[src/rtl/lcd_defs.sv]
// Shared definitions for the HD44780 hex display: command bytes, control-bus
// bit positions, top-level sequencer states and the hex-to-ASCII helper.
package lcd_defs;

    // HD44780 command bytes used by the init sequence and the refresh.
    localparam logic [7:0] LCD_FUNC_SET = 8'h28;  // 4-bit bus, 2 lines, 5x8 font
    localparam logic [7:0] LCD_DISP_ON  = 8'h0C;  // display on, cursor off
    localparam logic [7:0] LCD_ENTRY    = 8'h06;  // increment, no shift
    localparam logic [7:0] LCD_CLEAR    = 8'h01;  // clear display (slow command)
    localparam logic [7:0] LCD_ADDR0    = 8'h80;  // set DDRAM address 0

    // Bit positions inside lcd_control.
    localparam int CTRL_E  = 2;
    localparam int CTRL_RS = 1;
    localparam int CTRL_RW = 0;

    // Nibble steps per phase: 4 bare init nibbles + 4 bytes, and 5 bytes per refresh.
    localparam int INIT_STEPS    = 12;
    localparam int REFRESH_STEPS = 10;

    typedef enum logic [1:0] {
        ST_POWERUP,
        ST_INIT,
        ST_IDLE,
        ST_REFRESH
    } top_state_t;

    // Uppercase ASCII for one hex digit: '0'..'9' are 0x30.., 'A'..'F' are 0x41..
    // (0x41 - 10 = 0x37).
    function automatic logic [7:0] hex_ascii(input logic [3:0] d);
        return (d < 4'd10) ? (8'h30 + {4'h0, d}) : (8'h37 + {4'h0, d});
    endfunction

endpackage

[src/rtl/lcd_nibble_tx.sv]
// Sends one nibble on the 4-bit LCD bus: SETUP (1), PULSE (E_PULSE, E high),
// HOLD (1), then WAIT (wait_cycles). done pulses in the final cycle so the
// caller can start the next nibble back-to-back.
module lcd_nibble_tx
    import lcd_defs::*;
#(
    parameter int E_PULSE = 12
) (
    input  logic        clk,
    input  logic        clear,
    input  logic        start,
    input  logic [3:0]  nibble,
    input  logic        rs,
    input  logic [19:0] wait_cycles,
    output logic        done,
    output logic [3:0]  lcd_dataout,
    output logic [2:0]  lcd_control
);

    typedef enum logic [2:0] {
        TX_IDLE,
        TX_SETUP,
        TX_PULSE,
        TX_HOLD,
        TX_WAIT
    } tx_phase_t;

    tx_phase_t   phase_q, phase_d;
    logic [19:0] cnt_q;
    logic [19:0] wait_q;
    logic [3:0]  data_q;
    logic        rs_q;
    logic        load;

    // Last cycle of a transfer; a zero wait ends the transfer in HOLD.
    always_comb begin
        done = ((phase_q == TX_HOLD) && (wait_q == 20'd0)) ||
               ((phase_q == TX_WAIT) && (cnt_q == 20'd0));
        load = start && ((phase_q == TX_IDLE) || done);
    end

    // Next-phase decode.
    always_comb begin
        // NOTE: every always_comb output gets a default first so no path can infer a latch.
        phase_d = phase_q;
        unique case (phase_q)
            TX_IDLE:  phase_d = TX_IDLE;
            TX_SETUP: phase_d = TX_PULSE;
            TX_PULSE: if (cnt_q == 20'd0) phase_d = TX_HOLD;
            TX_HOLD:  phase_d = (wait_q == 20'd0) ? TX_IDLE : TX_WAIT;
            TX_WAIT:  if (cnt_q == 20'd0) phase_d = TX_IDLE;
            default:  phase_d = TX_IDLE;
        endcase
        if (load) phase_d = TX_SETUP;
    end

    // Phase register, per-phase down-counter and latched bus values.
    always_ff @(posedge clk) begin
        // NOTE: sequential state uses non-blocking assignments so every register samples pre-edge values.
        if (clear) begin
            phase_q <= TX_IDLE;
            cnt_q   <= 20'd0;
            wait_q  <= 20'd0;
            data_q  <= 4'h0;
            rs_q    <= 1'b0;
        end else begin
            phase_q <= phase_d;
            if (load) begin
                data_q <= nibble;
                rs_q   <= rs;
                wait_q <= wait_cycles;
            end
            if (phase_q == TX_SETUP) begin
                cnt_q <= 20'(E_PULSE - 1);
            end else if (phase_q == TX_HOLD) begin
                cnt_q <= (wait_q == 20'd0) ? 20'd0 : wait_q - 20'd1;
            end else if (cnt_q != 20'd0) begin
                cnt_q <= cnt_q - 20'd1;
            end
        end
    end

    // Bus drive: data and RS hold their latched values from SETUP through HOLD.
    always_comb begin
        lcd_dataout          = data_q;
        lcd_control          = 3'b000;
        lcd_control[CTRL_E]  = (phase_q == TX_PULSE);
        lcd_control[CTRL_RS] = rs_q;
        lcd_control[CTRL_RW] = 1'b0;
    end

endmodule

[src/rtl/lcd_hex_display.sv]
// Drives an HD44780 in 4-bit mode: power-up delay, init sequence, then shows
// the latest 16-bit value as four uppercase hex digits at DDRAM address 0.
// A one-deep pending buffer keeps updates that arrive while busy.
module lcd_hex_display
    import lcd_defs::*;
#(
    parameter int POWERUP_CYCLES = 750000,
    parameter int INIT_WAIT      = 205000,
    parameter int E_PULSE        = 12,
    parameter int NIBBLE_GAP     = 50,
    parameter int CMD_WAIT       = 2000,
    parameter int CLEAR_WAIT     = 82000
) (
    input  logic        clk,
    input  logic        clear,
    input  logic [15:0] data_in,
    input  logic        data_valid,
    output logic        busy,
    output logic [3:0]  lcd_dataout,
    output logic [2:0]  lcd_control
);

    top_state_t  state_q, state_d;
    logic [3:0]  step_q, step_d;
    logic [19:0] pu_cnt_q;
    logic [15:0] shown_q;
    logic [15:0] pend_val_q;
    logic        pend_q;

    logic        tx_start, tx_done, take_data, reload;
    logic [3:0]  tx_nibble;
    logic        tx_rs;
    logic [19:0] tx_wait;
    logic [3:0]  k;
    logic [7:0]  cur_byte;

    // Top state and nibble-step registers.
    always_ff @(posedge clk) begin
        if (clear) begin
            state_q <= ST_POWERUP;
            step_q  <= 4'd0;
        end else begin
            state_q <= state_d;
            step_q  <= step_d;
        end
    end

    // Power-up delay counter, running only while in POWERUP.
    always_ff @(posedge clk) begin
        if (clear || (state_q != ST_POWERUP)) pu_cnt_q <= 20'd0;
        else                                  pu_cnt_q <= pu_cnt_q + 20'd1;
    end

    // Sequencer: advances one nibble step per transfer done and decides refresh follow-ups.
    always_comb begin
        state_d   = state_q;
        step_d    = step_q;
        tx_start  = 1'b0;
        take_data = 1'b0;
        reload    = 1'b0;
        unique case (state_q)
            ST_POWERUP: begin
                if (pu_cnt_q == 20'(POWERUP_CYCLES - 1)) begin
                    state_d  = ST_INIT;
                    step_d   = 4'd0;
                    tx_start = 1'b1;
                end
            end
            ST_INIT: begin
                if (tx_done) begin
                    tx_start = 1'b1;
                    if (step_q == 4'(INIT_STEPS - 1)) begin
                        state_d = ST_REFRESH;
                        step_d  = 4'd0;
                    end else begin
                        step_d = step_q + 4'd1;
                    end
                end
            end
            ST_IDLE: begin
                if (data_valid) begin
                    take_data = 1'b1;
                    state_d   = ST_REFRESH;
                    step_d    = 4'd0;
                    tx_start  = 1'b1;
                end
            end
            ST_REFRESH: begin
                if (tx_done) begin
                    if (step_q == 4'(REFRESH_STEPS - 1)) begin
                        step_d = 4'd0;
                        // A strobe in this very cycle counts as pending and is the newest value.
                        if (pend_q || data_valid) begin
                            reload   = 1'b1;
                            tx_start = 1'b1;
                        end else begin
                            state_d = ST_IDLE;
                        end
                    end else begin
                        step_d   = step_q + 4'd1;
                        tx_start = 1'b1;
                    end
                end
            end
            default: state_d = ST_POWERUP;
        endcase
    end

    // Nibble, RS and wait for the step about to start (only used when tx_start is high).
    always_comb begin
        k         = 4'd0;
        cur_byte  = 8'h00;
        tx_nibble = 4'h0;
        tx_rs     = 1'b0;
        tx_wait   = 20'(CMD_WAIT);
        if ((state_d == ST_INIT) && (step_d < 4'd4)) begin
            tx_nibble = (step_d == 4'd3) ? 4'h2 : 4'h3;
            tx_wait   = 20'(INIT_WAIT);
        end else begin
            if (state_d == ST_INIT) begin
                k = step_d - 4'd4;
                unique case (k[2:1])
                    2'd0:    cur_byte = LCD_FUNC_SET;
                    2'd1:    cur_byte = LCD_DISP_ON;
                    2'd2:    cur_byte = LCD_ENTRY;
                    default: cur_byte = LCD_CLEAR;
                endcase
            end else begin
                k     = step_d;
                tx_rs = (k[3:1] != 3'd0);
                unique case (k[3:1])
                    3'd0:    cur_byte = LCD_ADDR0;
                    3'd1:    cur_byte = hex_ascii(shown_q[15:12]);
                    3'd2:    cur_byte = hex_ascii(shown_q[11:8]);
                    3'd3:    cur_byte = hex_ascii(shown_q[7:4]);
                    default: cur_byte = hex_ascii(shown_q[3:0]);
                endcase
            end
            tx_nibble = k[0] ? cur_byte[3:0] : cur_byte[7:4];
            if (!k[0])                                              tx_wait = 20'(NIBBLE_GAP);
            else if ((state_d == ST_INIT) && (cur_byte == LCD_CLEAR)) tx_wait = 20'(CLEAR_WAIT);
        end
    end

    // Shown value and one-deep pending buffer; the shown value only changes between refreshes.
    always_ff @(posedge clk) begin
        if (clear) begin
            shown_q    <= 16'h0000;
            pend_q     <= 1'b0;
            pend_val_q <= 16'h0000;
        end else if (take_data) begin
            shown_q <= data_in;
        end else if (reload) begin
            shown_q <= data_valid ? data_in : pend_val_q;
            pend_q  <= 1'b0;
        end else if (data_valid && busy) begin
            pend_q     <= 1'b1;
            pend_val_q <= data_in;
        end
    end

    // Busy everywhere except IDLE.
    always_comb begin
        busy = (state_q != ST_IDLE);
    end

    lcd_nibble_tx #(
        .E_PULSE(E_PULSE)
    ) u_tx (
        .clk        (clk),
        .clear      (clear),
        .start      (tx_start),
        .nibble     (tx_nibble),
        .rs         (tx_rs),
        .wait_cycles(tx_wait),
        .done       (tx_done),
        .lcd_dataout(lcd_dataout),
        .lcd_control(lcd_control)
    );

endmodule
[config.mk]
export PLATFORM = sky130hd
export DESIGN_NAME = lcd_hex_display
export DESIGN_NICKNAME = d
export VERILOG_FILES = /design/src/rtl/lcd_defs.sv /design/src/rtl/lcd_nibble_tx.sv /design/src/rtl/lcd_hex_display.sv
export SDC_FILE = /design/constraint.sdc
export NUM_CORES = 1
export LEC_CHECK = 0
export CORE_AREA = 2 2 132 134
export CTS_CLUSTER_SIZE = 20
export DETAILED_ROUTE_END_ITERATION = 8
export DIE_AREA = 0 0 134 136
export SYNTH_ARGS = -nofsm -noshare
export SYNTH_HDL_FRONTEND = slang
export SYNTH_SLANG_ARGS = --single-unit
export TNS_END_PERCENT = 100
[constraint.sdc]
create_clock -name clk -period 6.2 [get_ports clk]
set_input_delay 0.93 -clock clk [delete_from_list [all_inputs] [get_ports clk]]
set_output_delay 0.93 -clock clk [all_outputs]
set_load 0.1 [all_outputs]
==> flow_summary.ini <==
[layout]
multi_input_area_um2 = 3251
diodes = 0
area_growth_pct = 11.54
nets = 694
finalCoreUtilization_pct = 36.26
layout-drive-gt1-share_pct = 6.495
fill_cells = 1730
seqCellArea_um2 = 1902

[cts]
cts.sinks = 95
cts_tree = built
cts_made_buffers = 9
clock_latency_ns = 0.34
ctsHoldBuffers = 0
cts_resized = 0
root_buffer = clkbuf_16
cts_setup_buffers = 0
cts.clk_slew.worst_paths_ns = 0.07
cts.path.max_buffers = 2
ctsHtreeMaxLevel = 3

[yosys]
synth_top_area_share_pct = 34.66
synth_top_area_cell = dfxtp_1
ys_types = 77
synth_seq_cells = 95
syn_nets = 691
yosysSeqAreaShare_pct = 34.66
synth_ff_type = dfxtp_1
synth_area_um2 = 5487
post_synth_inst_count = 654
synth.most_common_cell = nor2_1
synth_common_cells = 106 x nor2_1, 95 x dfxtp_1, 50 x nand2_1
async_flop_share_pct = 0
synth_area_leaders = dfxtp_1 35%, nor2_1 7.3%, mux2i_1 6.2%
syn_avg_cell_area_um2 = 8.389
synth_edf_count = 0
yosysWarnings = 0

[grt]
grt_pass1_vias = 4120
antenna_found_initial = 0
grt-ovfl-total = 0
grt_use_total_pct = 13.67
grt_max_degree = 62
grt_pass1_wl_mm = 20.29

[timing]
hold_ws_ns = 0.4593
setup_viol = 0
fin_crit_ns = 4.235
fin_setup_tns_ns = 0
final-hold-violation-count = 0
tightest_slew_ns = 1.085
slew_violations = 0
max_freq_mhz = 236.2
fin_crit_sh_pct = 68.30
maxSlewHeadroom_pct = 27.62
rsz0062_at_grt = false
fin_skew_ns = 0.009128

[floorplanning]
dieHeight_um = 136
fp.dieArea_um2 = 18220
io_pins = 27
rows = 48
start_util_pct = 32.51
core_area_um2 = 16880
die_w_um = 134

[routing]
vias = 4501
drt_first_pass_iters = 5
drt-total-wl_mm = 11.80
wl_per_cell_um = 13.30
postRouteAntennaNets = 0
drt_iter0_markers = 286
viasPerCell = 5.074
drc = 0

[hold_path]
hold_path_end = pu_cnt_q[0]
hold_path_depth = 1
hold_class = reg -> reg
hold_start = pu_cnt_q[0]

[power_and_ir_drop]
vdd_ir_drop_max_uv = 122.4
p_clk_share_pct = 33.4
sw_frac_of_total_pct = 30.44
leakage_uw = 0.002219
internal-power_uw = 1250
p_per_area_nw_per_um2 = 293.6
power.switching_uw = 546.9
p_comb_share_pct = 25.4
seqPwrFrac_pct = 41.2
finalPower_uw = 1797

[critical_path]
startpoint_type = primary input
r2r_cells = 14
setup.worst_path.start = data_valid
cp.arrival_ns = 4.49
cp.required_ns = 6.46
cp_max_fo = 22
end_kind = flip-flop
r2r-start = u_tx.cnt_q[0]
crit_type = in -> reg
r2r_end = u_tx.lcd_dataout[1]
regToRegSetupSlack_ns = 2.09

[run_status]
outcome = finished, final reports clean

[place]
gp_congestion = 0.8666
dp_hpwl_mm = 8.420
port_buffers = 25

[flow_run]
max_cap_violations = 0
[how the worst max path moves through the flow]
| stage | slack, ns | end | cells after the start |
|---|---|---|---|
| 6_report | 1.97 | u_tx.lcd_dataout[1] | 13 |
| 5_1_grt | 1.70 | u_tx.lcd_dataout[1] | 13 |
| 4_1_cts | 2.02 | u_tx.lcd_dataout[1] | 13 |
| 3_5_place_dp | 1.65 | u_tx.lcd_dataout[1] | 13 |
| 3_3_place_gp | 1.71 | u_tx.lcd_dataout[2] | 13 |
| 2_1_floorplan | 2.48 | u_tx.lcd_dataout[1] | 13 |
[through the flow]
stage                     worst slack [ns]  instances  cell area, µm²
after CTS                            2.015        887            6120
final                                1.965        887            6120
after floorplan                      2.483        654            5487
after detailed placement             1.653        871            5796
after global routing                 1.697        887            6120
after global placement               1.711        871            5796
[worst max-delay path, stage by stage]
cell and delay [ns]:
clkdlybuf4s50_1 0.40, buf_4 0.24, a221oi_1 0.52, a21o_1 0.18, nand2_1 0.05, o21ai_0 0.20
inv_1 0.22, ha_1 0.33, nor4_1 0.36, or3_1 0.38, mux2i_1 0.15, a211o_1 0.31
a311oi_1 0.23
[cells by family after synthesis]
| logic type | synth area share, % |
|---|---|
| compound gates | 18.18 |
| xor+xnor | 6.705 |
| fa+ha+maj | 4.105 |
| buf+inv | 6.134 |
| flops | 34.66 |
| mux | 7.138 |
| other cells | 0.06835 |
| simple gates | 23.01 |
[metal layers]
layer,up-vias,wire [µm],track usage [%]
li1,2340,-,-
met1,2060,5912,18.52
met2,89,5373,21.54
met3,12,376,2.871
met4,0,136,4.846
met5,-,0,0
[power by group through the flow]
stage          sequential, µW  clock [µW]  combinational, µW
3_3_place_gp              752           0                454
6_report                  739         600                457
5_1_grt                   750         644                533
3_5_place_dp              752           0                458
2_1_floorplan             739           0                374
4_1_cts                   739         623                460
[cell type report]
| type | count | share of cell area (%) |
|---|---|---|
| Multi-Input combinational cell | 499 | 53.12 |
| Sequential cell | 95 | 31.08 |
| Tap cell | 225 | 4.600 |
| Timing Repair Buffer | 29 | 4.498 |
| Clock buffer | 11 | 3.966 |
| Inverter | 23 | 1.411 |
| Clock inverter | 5 | 1.329 |
[placed cells by master, fill, tap and decap left out, types with 4 or more instances in the layout]
cell type        netlist  routed
a21o_1                 5       5
and2_1                 5       5
nand2b_1               6       6
dfxtp_1               95      95
nor2_1               106     105
clkbuf_16              0       9
ha_1                  18      18
a22oi_1                5       5
nor3_1                15      15
xor2_1                25      25
clkdlybuf4s50_1        0      24
nand4_1                5       5
a31oi_1                4       4
nor4_1                14      14
a211oi_1              19      19
inv_1                 23      23
a221oi_1               8       8
xnor2_1               17      17
nand3b_1               4       4
mux2i_1               34      34
nand3_1               18      18
o21ai_0               25      25
nand2_1               50      50
buf_4                  2       4
a21oi_1               44      44
and3_1                 4       4
[sequential cells by signal, summed over array words and instances, names as in the netlist]
signal and flops:
state_q 2, u_tx.phase_q 3, step_q 4, pend_q 1, u_tx.lcd_dataout 4, pu_cnt_q 20
u_tx.rs_q 1, pend_val_q 16, u_tx.wait_q 8, u_tx.cnt_q 20, shown_q 16
Note: power is estimated with default switching activity, not from simulation.
